[src/rtl/regfile_pkg.sv]
// Shared definitions for the register-file write scheduler.
// Holds the default widths, the hardwired-zero register number and the slot state encoding.
package regfile_pkg;

  localparam int DEF_DATA_W = 32;
  localparam int DEF_ADDR_W = 5;
  localparam int DEF_CNT_W  = 16;
  localparam int REG_ZERO   = 0;

  typedef enum logic {
    SLOT_EMPTY = 1'b0,
    SLOT_FULL  = 1'b1
  } slot_state_t;

endpackage

[src/rtl/regfile_write_scheduler_if.sv]
// Bundle of the two writeback sources, the hazard-check read addresses
// and the register-file write port.
interface regfile_write_scheduler_if
  import regfile_pkg::*;
#(
  parameter int DATA_W = DEF_DATA_W,
  parameter int ADDR_W = DEF_ADDR_W,
  parameter int CNT_W  = DEF_CNT_W
);

  logic              s0_valid;
  logic              s0_ready;
  logic [ADDR_W-1:0] s0_addr;
  logic [DATA_W-1:0] s0_data;
  logic              s1_valid;
  logic              s1_ready;
  logic [ADDR_W-1:0] s1_addr;
  logic [DATA_W-1:0] s1_data;
  logic [ADDR_W-1:0] rd_addr1;
  logic [ADDR_W-1:0] rd_addr2;
  logic              rd_hazard1;
  logic              rd_hazard2;
  logic              regWrite;
  logic [ADDR_W-1:0] writeRegister;
  logic [DATA_W-1:0] writeData;
  logic              idle;
  logic [CNT_W-1:0]  wr_count;

  modport master (
    output s0_valid, s0_addr, s0_data,
    output s1_valid, s1_addr, s1_data,
    output rd_addr1, rd_addr2,
    input  s0_ready, s1_ready, rd_hazard1, rd_hazard2,
    input  regWrite, writeRegister, writeData, idle, wr_count
  );

  modport slave (
    input  s0_valid, s0_addr, s0_data,
    input  s1_valid, s1_addr, s1_data,
    input  rd_addr1, rd_addr2,
    output s0_ready, s1_ready, rd_hazard1, rd_hazard2,
    output regWrite, writeRegister, writeData, idle, wr_count
  );

endinterface

[src/rtl/wb_slot.sv]
// One-entry holding slot for a writeback source.
// Ready depends only on state and grant, so a source can stream one write per cycle.
module wb_slot
  import regfile_pkg::*;
#(
  parameter int DATA_W = DEF_DATA_W,
  parameter int ADDR_W = DEF_ADDR_W
) (
  input  logic              clk,
  input  logic              reset,
  input  logic              in_valid,
  input  logic [ADDR_W-1:0] in_addr,
  input  logic [DATA_W-1:0] in_data,
  input  logic              grant,
  output logic              in_ready,
  output logic              full,
  output logic [ADDR_W-1:0] addr,
  output logic [DATA_W-1:0] data
);

  slot_state_t       state_q, state_d;
  logic [ADDR_W-1:0] addr_q, addr_d;
  logic [DATA_W-1:0] data_q, data_d;
  logic              accept;

  assign in_ready = (state_q == SLOT_EMPTY) || grant;
  assign accept   = in_valid && in_ready;

  // A grant drains the slot; a same-cycle accept refills it immediately.
  always_comb begin
    state_d = state_q;
    addr_d  = addr_q;
    data_d  = data_q;
    if (grant) begin
      state_d = SLOT_EMPTY;
    end
    if (accept) begin
      state_d = SLOT_FULL;
      addr_d  = in_addr;
      data_d  = in_data;
    end
  end

  always_ff @(posedge clk) begin
    if (reset) begin
      state_q <= SLOT_EMPTY;
      addr_q  <= '0;
      data_q  <= '0;
    end else begin
      state_q <= state_d;
      addr_q  <= addr_d;
      data_q  <= data_d;
    end
  end

  assign full = (state_q == SLOT_FULL);
  assign addr = addr_q;
  assign data = data_q;

endmodule

[src/rtl/regfile_write_scheduler.sv]
// Shares the register file's single write port between the ALU and load writeback paths,
// with round-robin arbitration, a registered write stage and read-hazard flags.
module regfile_write_scheduler
  import regfile_pkg::*;
#(
  parameter int DATA_W = DEF_DATA_W,
  parameter int ADDR_W = DEF_ADDR_W,
  parameter int CNT_W  = DEF_CNT_W
) (
  input logic                      clk,
  input logic                      reset,
  regfile_write_scheduler_if.slave bus
);

  localparam logic [ADDR_W-1:0] ZERO_ADDR = ADDR_W'(REG_ZERO);

  logic              full0, full1;
  logic              grant0, grant1, any_grant;
  logic [ADDR_W-1:0] addr0, addr1, gnt_addr;
  logic [DATA_W-1:0] data0, data1, gnt_data;
  logic              rr_q, rr_d;

  logic              reg_write_q, reg_write_d;
  logic [ADDR_W-1:0] write_register_q, write_register_d;
  logic [DATA_W-1:0] write_data_q, write_data_d;
  logic [CNT_W-1:0]  wr_count_q, wr_count_d;

  wb_slot #(.DATA_W(DATA_W), .ADDR_W(ADDR_W)) u_slot0 (
    .clk      (clk),
    .reset    (reset),
    .in_valid (bus.s0_valid),
    .in_addr  (bus.s0_addr),
    .in_data  (bus.s0_data),
    .grant    (grant0),
    .in_ready (bus.s0_ready),
    .full     (full0),
    .addr     (addr0),
    .data     (data0)
  );

  wb_slot #(.DATA_W(DATA_W), .ADDR_W(ADDR_W)) u_slot1 (
    .clk      (clk),
    .reset    (reset),
    .in_valid (bus.s1_valid),
    .in_addr  (bus.s1_addr),
    .in_data  (bus.s1_data),
    .grant    (grant1),
    .in_ready (bus.s1_ready),
    .full     (full1),
    .addr     (addr1),
    .data     (data1)
  );

  // The rr pointer only moves when both slots compete, so a lone source never loses priority.
  always_comb begin
    grant0    = full0 && (!full1 || !rr_q);
    grant1    = full1 && (!full0 || rr_q);
    any_grant = grant0 || grant1;
    rr_d      = (full0 && full1) ? ~rr_q : rr_q;
    gnt_addr  = grant1 ? addr1 : addr0;
    gnt_data  = grant1 ? data1 : data0;
  end

  // Writes to the zero register drain the slot but never assert regWrite or count.
  always_comb begin
    reg_write_d      = 1'b0;
    write_register_d = write_register_q;
    write_data_d     = write_data_q;
    wr_count_d       = wr_count_q;
    if (any_grant) begin
      write_register_d = gnt_addr;
      write_data_d     = gnt_data;
      if (gnt_addr != ZERO_ADDR) begin
        reg_write_d = 1'b1;
        wr_count_d  = wr_count_q + CNT_W'(1);
      end
    end
  end

  always_ff @(posedge clk) begin
    if (reset) begin
      rr_q             <= 1'b0;
      reg_write_q      <= 1'b0;
      write_register_q <= '0;
      write_data_q     <= '0;
      wr_count_q       <= '0;
    end else begin
      rr_q             <= rr_d;
      reg_write_q      <= reg_write_d;
      write_register_q <= write_register_d;
      write_data_q     <= write_data_d;
      wr_count_q       <= wr_count_d;
    end
  end

  function automatic logic hazard_hit(input logic [ADDR_W-1:0] ra);
    return (ra != ZERO_ADDR) &&
           ((full0 && (addr0 == ra)) ||
            (full1 && (addr1 == ra)) ||
            (reg_write_q && (write_register_q == ra)));
  endfunction

  assign bus.rd_hazard1    = hazard_hit(bus.rd_addr1);
  assign bus.rd_hazard2    = hazard_hit(bus.rd_addr2);
  assign bus.regWrite      = reg_write_q;
  assign bus.writeRegister = write_register_q;
  assign bus.writeData     = write_data_q;
  assign bus.wr_count      = wr_count_q;
  assign bus.idle          = !full0 && !full1 && !reg_write_q;

endmodule

[src/flat_wrapper.sv]
// flat-port wrapper written by rule: the top's interface ports become plain ports
module regfile_write_scheduler_flat import regfile_pkg::*;
#(
  parameter int DATA_W = DEF_DATA_W,
  parameter int ADDR_W = DEF_ADDR_W,
  parameter int CNT_W  = DEF_CNT_W
)
  (clk, reset, bus_s0_valid, bus_s0_addr, bus_s0_data, bus_s1_valid, bus_s1_addr, bus_s1_data, bus_rd_addr1, bus_rd_addr2, bus_s0_ready, bus_s1_ready, bus_rd_hazard1, bus_rd_hazard2, bus_regWrite, bus_writeRegister, bus_writeData, bus_idle, bus_wr_count);
  regfile_write_scheduler_if #(.DATA_W(DATA_W), .ADDR_W(ADDR_W), .CNT_W(CNT_W)) bus_i ();
  input logic clk;
  input logic reset;
  input wire logic [$bits(bus_i.s0_valid)-1:0] bus_s0_valid;
  input wire logic [$bits(bus_i.s0_addr)-1:0] bus_s0_addr;
  input wire logic [$bits(bus_i.s0_data)-1:0] bus_s0_data;
  input wire logic [$bits(bus_i.s1_valid)-1:0] bus_s1_valid;
  input wire logic [$bits(bus_i.s1_addr)-1:0] bus_s1_addr;
  input wire logic [$bits(bus_i.s1_data)-1:0] bus_s1_data;
  input wire logic [$bits(bus_i.rd_addr1)-1:0] bus_rd_addr1;
  input wire logic [$bits(bus_i.rd_addr2)-1:0] bus_rd_addr2;
  output wire logic [$bits(bus_i.s0_ready)-1:0] bus_s0_ready;
  output wire logic [$bits(bus_i.s1_ready)-1:0] bus_s1_ready;
  output wire logic [$bits(bus_i.rd_hazard1)-1:0] bus_rd_hazard1;
  output wire logic [$bits(bus_i.rd_hazard2)-1:0] bus_rd_hazard2;
  output wire logic [$bits(bus_i.regWrite)-1:0] bus_regWrite;
  output wire logic [$bits(bus_i.writeRegister)-1:0] bus_writeRegister;
  output wire logic [$bits(bus_i.writeData)-1:0] bus_writeData;
  output wire logic [$bits(bus_i.idle)-1:0] bus_idle;
  output wire logic [$bits(bus_i.wr_count)-1:0] bus_wr_count;
  assign bus_i.s0_valid = bus_s0_valid;
  assign bus_i.s0_addr = bus_s0_addr;
  assign bus_i.s0_data = bus_s0_data;
  assign bus_i.s1_valid = bus_s1_valid;
  assign bus_i.s1_addr = bus_s1_addr;
  assign bus_i.s1_data = bus_s1_data;
  assign bus_i.rd_addr1 = bus_rd_addr1;
  assign bus_i.rd_addr2 = bus_rd_addr2;
  assign bus_s0_ready = bus_i.s0_ready;
  assign bus_s1_ready = bus_i.s1_ready;
  assign bus_rd_hazard1 = bus_i.rd_hazard1;
  assign bus_rd_hazard2 = bus_i.rd_hazard2;
  assign bus_regWrite = bus_i.regWrite;
  assign bus_writeRegister = bus_i.writeRegister;
  assign bus_writeData = bus_i.writeData;
  assign bus_idle = bus_i.idle;
  assign bus_wr_count = bus_i.wr_count;
  regfile_write_scheduler #(.DATA_W(DATA_W), .ADDR_W(ADDR_W), .CNT_W(CNT_W)) u_core (.clk(clk), .reset(reset), .bus(bus_i));
endmodule
[config.mk]
export PLATFORM = sky130hd
export DESIGN_NAME = regfile_write_scheduler_flat
export DESIGN_NICKNAME = d
export VERILOG_FILES = /design/src/rtl/regfile_pkg.sv /design/src/rtl/regfile_write_scheduler_if.sv /design/src/rtl/wb_slot.sv /design/src/rtl/regfile_write_scheduler.sv /design/src/flat_wrapper.sv
export SDC_FILE = /design/constraint.sdc
export NUM_CORES = 1
export LEC_CHECK = 0
export ABC_CLOCK_PERIOD_IN_PS = 2450
export CORE_UTILIZATION = 48
export CTS_CLUSTER_SIZE = 20
export DETAILED_ROUTE_END_ITERATION = 7
export GPL_TIMING_DRIVEN = 0
export HOLD_SLACK_MARGIN = 0.03
export PLACE_DENSITY_LB_ADDON = 0.15
export SKIP_CTS_REPAIR_TIMING = 1
export SLEW_MARGIN = 25
export SYNTH_ARGS = -nofsm -noshare
export SYNTH_HDL_FRONTEND = slang
export SYNTH_SLANG_ARGS = --single-unit
[constraint.sdc]
create_clock -name clk -period 2.45 [get_ports clk]
set_input_delay 0.49 -clock clk [delete_from_list [all_inputs] [get_ports clk]]
set_output_delay 0.49 -clock clk [all_outputs]
set_load 0.02 [all_outputs]
==> metrics.md <==
| Metric | Value |
|---|---|
| Die extent in x | between 100 and 150 µm |
| Root Driver | clkbuf_16 |
| Synthesized area | approximately 5500 µm² |
| Synth Flop Type | dfxtp_1 |
| CP Launch Type | flop |
| Sink Count | around 130 |
| Post-synth EDFFs | 0 |
| Slew HR | 55.02% |
| Area share of the largest cell type after synthesis | ~48% |
| Total number of H-tree levels | 4 |
| Vert. Die Dim | between 100 and 150 µm |
| FF+latch area | 2623 µm² |
| FILL cells | 876 |
| Crit share post-route | around 98% |
| Area of the core | about 11,000 µm² |
| DR vias | around 5,400 |
| Starting density of the core | approximately half |
| Worst skew pair latency | 420 ps |
| DRT iter0 DRCs | approximately 290 |
| Met2 Usage GRT | between 50% and 60% |
| Setup tns final | 0 ps |
| Initial antenna violation count | 0 |
| Sequential share of the synthesized area | roughly half |
| Slew Viols, Final | 0 |
| Met1 usage | around a third |
| Slowest stage delay, CP | roughly 300 ps |
| Top-level port count | ~150 |
| Top-count cell post-synth | nand2_1 |
| GR Util met3 | between 5 and 6% |
| ANT nets after route | 0 |
| Number of max-cap violations | 0 |
| Area leader, netlist | dfxtp_1 |
| Detail Placement HPWL | 11,330 µm |
| CTS tree | yes |
| CP dominant cell by count | buf_2 |
| Setup Skew | 5.764 ps |
| DIE AREA | approximately 12,000 µm² |
| Crit path capture type | output pin |
| # rows | 38 |
| Synth area leaders | dfxtp_1, nand2_1, a21oi_1, nor2_1, nor4_1 |
| Via density | approximately 5.4 |
| # nets final | 942 |
| Largest net degree at the start of global routing | 17 |
| CP Class | flop to output pin |
| Routed len/inst | approximately 16 µm |
| Distinct cells, synth | 30 |
| Area used by multi-input combinational logic | between 2000 and 3000 µm² |
| Async SR Flop Fraction | 0% |
| Mean Syn Cell Area | about 8 µm² |
| Hold crit path type | flop to flop |
| Residual DRC | 0 |
| Tightest Pin Transition | around 670 ps |
| Busiest grt layer | met2 |
| Gpl congestion | roughly 0.86 |
| Fmax | between 0.4 and 0.5 GHz |
| Syn Inst Count | roughly 690 |
| Clk slew on worst S/H paths | roughly 60 ps |
| DR pass1 iterations | 4 |
| Leakage | 3.019 nW |
| CP delay by family, top | buffers and inverters |
| Pwr per Cell Area | 746.7 nW/µm² |
| Number of port buffers | 145 |
| All-Layer GR Usage | 28.02% |
| Register bit count reported by yosys | roughly 130 |
| Area delta synth->final | 41.09% |
| Vias in the first global route | 5,283 |
| Status | finished clean |
| GRT Residual Overflow | 0 |
| Final Hold Viols | 0 |
| Commonest cells post-synth | nand2_1, dfxtp_1, nor2_1, a21oi_1, nor4_1 |
| Total CTS buffers | 17 |
| Slowest cell on the critical path | or2_2 |
| Share of post-route cells with drive strength above 1 | around 5.8% |
| Syn. warnings | 0 |
| Critical Path AT | approximately 1900 ps |
| Fin crit period | about 2400 ps |
| Worst-path cell chain | buf_2, or2_2, buf_2, buf_2, nor2_1, buf_2 |
| CP bufs+invs | 4 |
| Post-layout util | a little over two thirds |
| Syn nets | 778 |
| Max clock buf depth | 2 |
| Number of antenna cells inserted | 0 |
| First-pass GRT wire length | 25,400 µm |
| CP max FO | 10 |
| Final setup fails | 0 |
| Final WL | around 16,000 µm |
| Crit path required time | 1960 ps |
| RSZ-0062 raised after global routing | no |
| Worst vdd ir | about 620 µV |
==> stage by stage <==
| stage | cell area [µm²] | hold WS [ps] | cells | setup slack (ps) | power [W] |
|---|---|---|---|---|---|
| final | 7699 | 454.6 | 1005 | 47.95 | 0.005749 |
| after global routing | 7699 | 467.5 | 1005 | 4.117 | 0.005938 |
| after CTS | 7681 | 453.9 | 1005 | -515.8 | 0.005757 |
| after detailed placement | 7083 | 446.9 | 974 | -503.5 | 0.003228 |
| after global placement | 7083 | 442.6 | 974 | -479.5 | 0.003202 |
| after floorplan | 5456 | 436.7 | 689 | 516.7 | 0.002819 |
==> layout make-up <==
class                           count  area share, %
Timing Repair Buffer              145          18.98
Clock inverter                      7          1.251
Buffer                             51          2.682
Clock buffer                       24          6.517
Inverter                            3         0.1463
Tap cell                          140          2.275
Sequential cell                   131          34.06
Multi-Input combinational cell    504          34.08
==> final timing paths <==
check	startpoint	endpoint	slack [ps]	depth (start not counted)
worst max-delay path	u_core.u_slot1.full$_SDFFE_PP0P_	bus_idle	50	6
worst min-delay path	u_core.u_slot1.data[3]$_SDFFE_PP0P_	u_core.u_slot1.data[3]$_SDFFE_PP0P_	450	2
worst max register to register	u_core.u_slot1.full$_SDFFE_PP0P_	u_core.bus.wr_count[15]$_SDFFE_PP0P_	190	7
worst min register to register	u_core.u_slot1.data[3]$_SDFFE_PP0P_	u_core.u_slot1.data[3]$_SDFFE_PP0P_	450	2
==> flip-flops by register name, indices dropped and copies added, names as in the netlist <==
register,flops
u_core.bus.regWrite,1
u_core.bus.wr_count,16
u_core.bus.writeData,32
u_core.bus.writeRegister,5
u_core.rr_q,1
u_core.u_slot0.addr,5
u_core.u_slot0.data,32
u_core.u_slot0.full,1
u_core.u_slot1.addr,5
u_core.u_slot1.data,32
u_core.u_slot1.full,1
==> cells in the final DEF (no fill, tap or decap), types with 5 or more instances in the layout <==
master	Yosys	routed
nand2_1	166	166
clkdlybuf4s50_1	0	132
dfxtp_1	131	131
nor2_1	90	90
a21oi_1	79	79
nor4_1	48	48
clkbuf_1	38	38
nor3b_1	33	33
xor2_1	24	24
xnor2_1	20	20
clkbuf_16	0	17
buf_2	10	13
dlymetal6s2s_1	0	10
nand3_1	8	8
a311oi_1	5	5
clkbuf_8	0	5
==> cell families (layout without fill, tap and decap cells) <==
logic type      Yosys count  in the layout  synth area share [%]
xor+xnor                 44             44                 7.063
compound gates           87             87                 8.645
mux                       2              2                0.4585
buf+inv                  54            230                 3.944
fa+ha+maj                 1              1                0.2293
flops                   131            131                 48.06
simple gates            370            370                 31.60
==> where the power goes <==
part | leakage, nW | internal (W) | switching [W]
registers | 1.08 | 0.00227 | 0.000102
logic | 1.66 | 0.000389 | 0.000436
clock network | 0.285 | 0.00163 | 0.000929
total | 3.02 | 0.00428 | 0.00147
==> tightest hold or removal path, cell delays in order (launching register included) <==
cell	delay, ps
dfxtp_1	310
nand2_1	50
a21oi_1	50
==> routing by layer <==
metal	share of wire, %	up-vias
li1	-	2643
met1	42	2571
met2	51	205
met3	6.0	18
met4	1.3	0
met5	0	-
Note: power is estimated with default switching activity, not from simulation.
